===== src/rtl/uart_pkg.sv =====
// rtl/uart_pkg.sv - shared types and character constants for the UART line echo stage
//
// Purpose: FSM state type for uart_line_echo and the ASCII control
//          characters it recognises.
// Ports:   none (package).

package uart_pkg;

    typedef enum logic [1:0] {
        ST_FILL = 2'd0,
        ST_LOAD = 2'd1,
        ST_SEND = 2'd2,
        ST_WAIT = 2'd3
    } state_e;

    localparam logic [7:0] CHAR_CR  = 8'h0D;
    localparam logic [7:0] CHAR_LF  = 8'h0A;
    localparam logic [7:0] CHAR_BS  = 8'h08;
    localparam logic [7:0] CHAR_DEL = 8'h7F;

endpackage


===== src/rtl/line_ram.sv =====
// rtl/line_ram.sv - single-clock simple dual-port line buffer memory
//
// Purpose: WIDTH x DEPTH storage with a synchronous write port and a
//          registered read port (data appears the cycle after rd_en).
//          The read register holds its value until the next rd_en.
// Ports:
//   clk      in   clock
//   rst_in   in   synchronous active-high reset (clears the read register only)
//   wr_en    in   write strobe
//   wr_addr  in   write address
//   wr_data  in   write data
//   rd_en    in   read strobe
//   rd_addr  in   read address
//   rd_data  out  registered read data

module line_ram #(
    parameter int WIDTH = 8,
    parameter int DEPTH = 64
) (
    input  logic                     clk,
    input  logic                     rst_in,
    input  logic                     wr_en,
    input  logic [$clog2(DEPTH)-1:0] wr_addr,
    input  logic [WIDTH-1:0]         wr_data,
    input  logic                     rd_en,
    input  logic [$clog2(DEPTH)-1:0] rd_addr,
    output logic [WIDTH-1:0]         rd_data
);

    logic [WIDTH-1:0] mem [DEPTH];
    logic [WIDTH-1:0] rd_data_q;
    logic [WIDTH-1:0] rd_data_d;

    always_ff @(posedge clk) begin
        if (wr_en) begin
            mem[wr_addr] <= wr_data;
        end
    end

    always_comb begin
        rd_data_d = rd_data_q;
        if (rd_en) begin
            rd_data_d = mem[rd_addr];
        end
    end

    always_ff @(posedge clk) begin
        if (rst_in) begin
            rd_data_q <= '0;
        end else begin
            rd_data_q <= rd_data_d;
        end
    end

    assign rd_data = rd_data_q;

endmodule


===== src/rtl/uart_line_echo.sv =====
// rtl/uart_line_echo.sv - line-buffered echo between UART receiver and transmitter
//
// Purpose: collects received characters until TERM_CHAR arrives or the
//          buffer fills, then replays the whole line (terminator included)
//          to the transmitter one character at a time, paced by tx_busy_in.
// Build option: define UART_LINE_ECHO_BACKSPACE_EN to make 8'h08 / 8'h7F
//          erase the previous character instead of being stored.
// Ports:
//   clk           in   clock
//   rst_in        in   synchronous active-high reset
//   rx_data_in    in   received character
//   rx_dv_in      in   one-cycle strobe for rx_data_in
//   tx_data_out   out  character for the transmitter
//   tx_dv_out     out  one-cycle start strobe for the transmitter
//   tx_busy_in    in   transmitter busy (rises the cycle after tx_dv_out)
//   line_len_out  out  characters currently held
//   flushing_out  out  high while a line is being replayed
//   drop_out      out  one-cycle pulse: a received character was discarded

module uart_line_echo
    import uart_pkg::*;
#(
    parameter int                   DATA_BITS  = 8,
    parameter int                   LINE_DEPTH = 64,
    parameter logic [DATA_BITS-1:0] TERM_CHAR  = CHAR_CR
) (
    input  logic                          clk,
    input  logic                          rst_in,
    input  logic [DATA_BITS-1:0]          rx_data_in,
    input  logic                          rx_dv_in,
    output logic [DATA_BITS-1:0]          tx_data_out,
    output logic                          tx_dv_out,
    input  logic                          tx_busy_in,
    output logic [$clog2(LINE_DEPTH):0]   line_len_out,
    output logic                          flushing_out,
    output logic                          drop_out
);

    localparam int            AW       = $clog2(LINE_DEPTH);
    localparam int            CW       = AW + 1;
    localparam logic [CW-1:0] FULL_CNT = CW'(LINE_DEPTH);

    state_e        state_q, state_d;
    logic [AW-1:0] wr_ptr_q, wr_ptr_d;
    logic [AW-1:0] rd_ptr_q, rd_ptr_d;
    logic [CW-1:0] count_q, count_d;
    logic          guard_q, guard_d;

    logic                 wr_en;
    logic                 rd_en;
    logic                 drop;
    logic                 is_erase;
    logic [DATA_BITS-1:0] rd_data;

`ifdef UART_LINE_ECHO_BACKSPACE_EN
    assign is_erase = (rx_data_in == DATA_BITS'(CHAR_BS)) ||
                      (rx_data_in == DATA_BITS'(CHAR_DEL));
`else
    assign is_erase = 1'b0;
`endif

    always_comb begin
        state_d  = state_q;
        wr_ptr_d = wr_ptr_q;
        rd_ptr_d = rd_ptr_q;
        count_d  = count_q;
        guard_d  = 1'b0;
        wr_en    = 1'b0;
        rd_en    = 1'b0;
        drop     = 1'b0;

        case (state_q)
            ST_FILL: begin
                if (rx_dv_in) begin
                    if (is_erase) begin
                        if (count_q != '0) begin
                            wr_ptr_d = wr_ptr_q - AW'(1);
                            count_d  = count_q - CW'(1);
                        end else begin
                            drop = 1'b1;
                        end
                    end else begin
                        wr_en    = 1'b1;
                        wr_ptr_d = wr_ptr_q + AW'(1);
                        count_d  = count_q + CW'(1);
                        // A terminator landing as the last free slot is one flush.
                        if ((rx_data_in == TERM_CHAR) || (count_d == FULL_CNT)) begin
                            state_d = ST_LOAD;
                        end
                    end
                end
            end

            ST_LOAD: begin
                rd_en   = 1'b1;
                state_d = ST_SEND;
            end

            ST_SEND: begin
                rd_ptr_d = rd_ptr_q + AW'(1);
                guard_d  = 1'b1;
                state_d  = ST_WAIT;
            end

            ST_WAIT: begin
                // guard_q marks the first WAIT cycle, before the transmitter
                // has had a chance to raise busy.
                if (!guard_q && !tx_busy_in) begin
                    // rd_ptr has wrapped to 0 after a full line; the low bits
                    // of count are 0 then too, so the narrow compare is exact.
                    if (rd_ptr_q == count_q[AW-1:0]) begin
                        wr_ptr_d = '0;
                        rd_ptr_d = '0;
                        count_d  = '0;
                        state_d  = ST_FILL;
                    end else begin
                        state_d  = ST_LOAD;
                    end
                end
            end

            default: begin
                state_d = ST_FILL;
            end
        endcase

        if (rx_dv_in && (state_q != ST_FILL)) begin
            drop = 1'b1;
        end
    end

    always_ff @(posedge clk) begin
        if (rst_in) begin
            state_q  <= ST_FILL;
            wr_ptr_q <= '0;
            rd_ptr_q <= '0;
            count_q  <= '0;
            guard_q  <= 1'b0;
        end else begin
            state_q  <= state_d;
            wr_ptr_q <= wr_ptr_d;
            rd_ptr_q <= rd_ptr_d;
            count_q  <= count_d;
            guard_q  <= guard_d;
        end
    end

    line_ram #(
        .WIDTH (DATA_BITS),
        .DEPTH (LINE_DEPTH)
    ) u_line_ram (
        .clk     (clk),
        .rst_in  (rst_in),
        .wr_en   (wr_en),
        .wr_addr (wr_ptr_q),
        .wr_data (rx_data_in),
        .rd_en   (rd_en),
        .rd_addr (rd_ptr_q),
        .rd_data (rd_data)
    );

    // Strobes are masked by reset so an abandoned line cannot start the
    // transmitter or report a drop while reset is asserted.
    assign tx_data_out  = rd_data;
    assign tx_dv_out    = (state_q == ST_SEND) && !rst_in;
    assign drop_out     = drop && !rst_in;
    assign flushing_out = (state_q != ST_FILL);
    assign line_len_out = count_q;

endmodule


===== config.mk =====
export PLATFORM = sky130hd
export DESIGN_NAME = uart_line_echo
export DESIGN_NICKNAME = d
export VERILOG_FILES = /design/src/rtl/uart_pkg.sv /design/src/rtl/line_ram.sv /design/src/rtl/uart_line_echo.sv
export SDC_FILE = /design/constraint.sdc
export NUM_CORES = 1
export LEC_CHECK = 0
export CAP_MARGIN = 10
export CORE_MARGIN = 2
export CORE_UTILIZATION = 40
export DETAILED_ROUTE_END_ITERATION = 8
export GPL_ROUTABILITY_DRIVEN = 0
export SLEW_MARGIN = 20
export SYNTH_ARGS = -nofsm -noshare
export SYNTH_HDL_FRONTEND = slang
export SYNTH_SLANG_ARGS = --single-unit

===== constraint.sdc =====
create_clock -name clk -period 3.58 [get_ports clk]
set_input_delay 0.716 -clock clk [delete_from_list [all_inputs] [get_ports clk]]
set_output_delay 0.716 -clock clk [all_outputs]
set_load 0.005 [all_outputs]

## Word level (Yosys, flattened, before mapping)

Memory sizes are Yosys's and may differ from the RTL's. A register that Yosys moved wholly into a read port is not among the register bits.
Cells that the tools add are included.
W data, S select, Z words.

- Add/sub/neg operators: 3
- Eq/ne operators: 10
- Mux-type cells: 21
- Reductions and logical operators: 15

Operator list:

| cell | count |
|---|---|
| $pmux W6 S2 | 2 |
| $mux W7 | 3 |
| $mux W6 | 3 |
| $pmux W7 S2 | 1 |
| $add A6 B1 Y6 const B | 2 |
| $eq A8 B4 Y1 const B | 1 |
| $mux W1 | 8 |
| $ne A2 B2 Y1 const B | 4 |
| $pmux W2 S4 | 1 |
| $add A7 B1 Y7 const B | 1 |
| $eq A7 B7 Y1 const B | 1 |
| $eq A6 B6 Y1 | 1 |
| $mux W2 | 3 |
| $reduce_and A3 Y1 | 2 |
| $reduce_bool A2 Y1 | 3 |
| $eq A2 B2 Y1 const B | 2 |
| $logic_and A1 B1 Y1 | 4 |
| $reduce_and A4 Y1 | 1 |
| $logic_not A1 Y1 | 3 |
| $eq A2 B1 Y1 const B | 1 |
| $logic_not A2 Y1 | 1 |
| $logic_or A1 B1 Y1 | 1 |

- Output and inout port bits: 18
- Memories kept: 1
- Logic and storage cells: 55
- Memory bits (writable): 512
- Register bits after elaboration: 22
- Bits of input ports: 12

Memories:

| name | words | bits a word | read ports | clocked after Yosys merged registers in | write ports | RTL line | RTL |
|---|---|---|---|---|---|---|---|
| u_line_ram.mem | 64 | 8 | 1 | 1 | 1 | line_ram.sv:30 | `logic [WIDTH-1:0] mem [DEPTH];` |

## Depth between registers and ports, before layout

- Word-level depth: 6
- Gate-level depth with buffers: 10
- Gate-level depth less buffers: 7

## Hierarchy

Synthesis repeated with hierarchy kept, for this count alone.

- Cell total of the unflattened synthesis: 1198
- Area, all modules: 21493.1 µm²

Modules (own cells, without submodules):

| module | area each (µm²) | cells each | seq. area each (µm²) | instances |
|---|---|---|---|---|
| line_ram | 20188.1 | 1039 | 15534.9 | 1 |
| uart_line_echo | 1305.0 | 159 | 440.4 | 1 |

## Worst setup path before layout

OpenSTA, ideal clock, no wires.

- Kind: input to register
- Start: input rx_dv_in
- End: memory u_line_ram.mem[59][0] (enable)
- Data required time: 3.210 ns
- Setup time: 0.370 ns
- Arrival time: 1.671 ns
- Setup slack: 1.538 ns
- Path buffers: 0
- Cell stages on the path: 4
- Cell sequence: nand2_1 nor2_1 nand3_1 nor2_1

- Cells in the longest elaborated chain, start to end: 4

Ends and longest elaborated chain:

| what | RTL line | RTL |
|---|---|---|
| start, declared | uart_line_echo.sv:30 | `input logic rx_dv_in,` |
| $mux W1 | uart_line_echo.sv:74 | `if (rx_dv_in) begin` |
| $mux W1 | uart_line_echo.sv:72 | `case (state_q)` |
| $mux W1 | line_ram.sv:35 | `if (wr_en) begin` |
| $mux W1 (not written as such) | line_ram.sv:36 | `mem[wr_addr] <= wr_data;` |
| end, declared | line_ram.sv:30 |  |

Every way passes these cells.

==> results.txt <==
The run finished with clean final reports. The max-slew violation count was 0; the via count of the routed design was 11220. The class of the tightest hold or removal check was reg2reg. For the met2 layer wire length in the routed design, the log shows 24830 um.

After detailed routing, the average wire length per cell comes to 26.35 um. The signal on the critical path passes through nand3b_1 -> o221ai_1 -> a211oi_1 -> a211o_1 -> o21ai_1. The biggest area contributor in the post-synthesis netlist is edfxtp_1. Setup slack on the worst reg-to-reg path comes out at 0.76 ns. Counting along the longest clock path gives a buffer depth of 3.

For the worst flop-to-flop path, the logic depth is 5. The effective utilization at floorplan was 0.4059; the total of flip-flops plus latches after synthesis was 542. The summed instance area of the synthesized netlist was 21370 um^2.

TritonCTS built the clock tree. For the final routed database, the setup TNS stands at 0 ns. For this run the aggregate overflow at the end of global routing stands at 0. Setup repair after global routing left no endpoint under its margin.

For the maximum number of pins on one net before global-route repair, the log shows 65. The number of instances resized during post-cts repair came out at 0. The post-layout utilization of the core was 0.4711.

By area the synthesized netlist is led by edfxtp_1 (72%), mux4_2 (10%), dfxtp_1 (2.8%). The placed wire-length estimate after detailed placement came out at 32720 um. Along the worst hold path, the cell count comes to 2. Based on the critical path, the design can be clocked at up to 0.3544 GHz. In this run the most critical hold path is launched from state_q[0]. The average size of a mapped cell was 18.78 um^2; the post-route clock period utilization was 0.7883.

The die covers 55300 um^2. Area fraction of the dominant cell type after synthesis: 0.7194. For the detailed-routing iteration count for the pre-antenna-repair pass, the log shows 5.

Once layout is done, the placed cells without fillers occupy 24800 um^2. The logs give 0.7475 for the part of the Yosys area used for sequential elements and 1167 for the iteration-0 DRC count of the detailed router. The primary flip-flop cell chosen by synthesis mapping is edfxtp_1. The vertical extent of the die is 235.2 um, and the number of nets in the finished design is 1277.

Across the routed clock network, the largest skew measured is 0.02095 ns. For this block, the routed nets add up to 52440 um of wire. Wire length of the first global-routing pass: 77510 um. Dividing total power by cell area gives a power density of 529.2 nW/um^2. The netlist uses 60 different library cells. At the pin with the least slew margin, the transition time is 0.8775 ns. The die is 235.2 um wide. TritonCTS created 54 clock buffers. During synthesis, Yosys emitted a total of 0 warnings. In this run the static leakage power is 7.755 nW. The relative slew slack came out at 0.4132. The number of global-route vias before repair is 11440. The tools report the startpoint of the lowest-slack register-to-register path as rd_ptr_q[2]. The run gives 0 as the total of endpoints with negative setup slack in the final report.

Clock transition at the registers of the reported paths: 0.06 ns. Category of the worst setup path capture point: a flip-flop. The number of setup buffers added after CTS is 0.

Setup slack closes at 0.7579 ns. The via count normalized by instance count is 5.637, and the antenna violation net count after detailed routing is 0. In this run the standard cell core region covers 52660 um^2.

Synthesis produced a netlist whose cell count is 1138. The maximum fanout count along the critical path works out to 27. The endpoint identified for the worst register-to-register timing path is u_line_ram.rd_data[4]. The proportion of layout cells with a drive suffix above 1 was 0.2312. The share of flip-flops with an asynchronous set or reset came out at 0. Number of enable flip-flop cells after synthesis: 512. The root buffer cell chosen for the clock tree is clkbuf_16. The hold path endpoint was state_q[0]. On the final layout, the worst hold slack is 0.5262 ns. The area growth from synthesis to layout was 16.05%. 30 I/O pins were placed. The logs give 23120 um for the met1 layer wirelength in the final routing and 0.60 ns for the clock latency of the later-clocked register in the worst-skew pair. The number of antenna violations at the first check in global routing is 0. Data arrival time of the worst path: 3.35 ns.

The repair_antennas step left the layout with diodes totalling 0. The number of nets handed over by synthesis was 1157. The tool flagged a number of max-cap violations equal to 0. Counting both buffers and inverters, the worst setup path holds a total of 0.

Data on the critical path is required at its endpoint by 4.11 ns. After clock tree synthesis, the flow added hold-fix buffers numbering 0. After floorplanning, the core was divided into 84 placement rows. The worst setup path is launched from a flip-flop. IR analysis of the VDD net gives a maximum drop of 356.7 uV. The wire length on met3 came out at 3055 um. The run gives 0 as the post-route DRC violation count. The critical path's slowest cell is dfxtp_2.

Critical setup path kind: reg2reg. The logs give 0.1897 for the global routing usage summed across all routing layers and 0 for the number of hold violations in the final report. Counting every sink on the clock net gives 542. The placement-stage cell area is 22940 um^2, and the longest individual stage delay on the worst path is 0.87 ns.

The count of input and output buffers works out to 29. The highest metal layer carrying signal wires in the routed design is met4. The worst slack at placement was 0.4491 ns. The deepest level of the CTS H-tree came out at 2. Among cell families on the critical path, the largest total delay comes from compound AO/OA/AOI/OAI gates.

After layout, the minimum clock period comes to 2.822 ns.
## per-stage QoR
stage,cells,power (mW)
floorplan,1138,7.143
global placement,1890,7.312
detailed placement,1890,7.318
CTS,1990,13.22
global route,1990,13.49
finish,1990,13.13
## state kept, by name (all words and copies together) (netlist names)
name / cells
wr_ptr_q: 6
line_len_out: 7
u_line_ram.mem: 512
rd_ptr_q: 6
guard_q: 1
state_q: 2
u_line_ram.rd_data: 8
## cell usage after synthesis, drive strengths merged, types with 2 or more instances
master / n
nand2: 36
a211o: 7
nor2b: 8
or3: 4
o31ai: 13
inv: 5
mux2: 9
nand3b: 9
or2: 2
buf: 36
a211oi: 14
a41oi: 2
nand2b: 2
edfxtp: 512
a21boi: 6
mux2i: 51
o21ai: 11
a221oi: 7
and3: 3
xor2: 7
o221ai: 16
or3b: 2
nor4b: 2
xnor2: 2
a22o: 17
mux4: 96
nand3: 13
dfxtp: 30
nand4: 4
or4: 4
o22ai: 22
a311oi: 5
and2: 3
a22oi: 7
nor3: 11
nor2: 83
ha: 7
a21oi: 30
clkbuf: 29
## logic make-up after synthesis
| group | Yosys count | synth area share |
|---|---|---|
| adders and majority gates | 7 | 0.004098 |
| DFF | 542 | 0.7475 |
| muxes | 156 | 0.1298 |
| xor gates and xnor gates | 9 | 0.003688 |
| AOI/OAI and AO/OA | 163 | 0.05474 |
| and+or+nand+nor | 191 | 0.04309 |
| buffers and inverters | 70 | 0.01715 |
## report_power, final
part	switching (mW)	internal [mW]	total [mW]
Sequential	0.0115	6.95	6.96
Combinational	0.174	0.0463	0.221
Clock	2.34	3.61	5.95
Total	2.53	10.6	13.1
## worst max path at each step
stage | cells past startpoint | to | start
floorplan | 4 | u_line_ram.mem[59][0] | rx_dv_in
global placement | 5 | u_line_ram.mem[58][4] | rx_dv_in
detailed placement | 5 | u_line_ram.mem[58][5] | rx_dv_in
CTS | 5 | drop_out | state_q[0]
global route | 5 | drop_out | state_q[0]
finish | 5 | u_line_ram.rd_data[4] | rd_ptr_q[2]
## placed cells by master (no fill, tap or decap), drive strengths merged, types with 14 or more instances in the layout
cell type | synthesis | final
buf | 36 | 108
a211oi | 14 | 14
nand2 | 36 | 36
edfxtp | 512 | 512
mux2i | 51 | 51
dfxtp | 30 | 30
nor2 | 83 | 83
a21oi | 30 | 30
clkinv | 0 | 14
mux4 | 96 | 96
o221ai | 16 | 16
clkbuf | 29 | 68
o22ai | 22 | 22
a22o | 17 | 17
clkdlybuf4s50 | 0 | 21
## per-layer routing
layer  vias up  GRT usage
met2       362     0.2996
li1       4919          -
met4         0    0.05600
met5         -          0
met3        75    0.03436
met1      5862     0.2699
## layout make-up
type                       instances  area [um^2]
tap                              688        860.8
sequential                       542        15980
multi-input combinational        526         5034
clock buffer                      68         1425
fill                            4410        27850
clock inverter                    32        442.9
timing repair buffer             129         1039
inverter                           5        18.77
## worst register-to-register path: cells and delay by family (launching register included)
| kind | cells | cell delay (ns) |
|---|---|---|
| AOI/OAI and AO/OA | 4 | 1.05 |
| and+or+nand+nor | 1 | 0.85 |
| DFF | 1 | 0.87 |
Power figures use the tool's default switching activity.
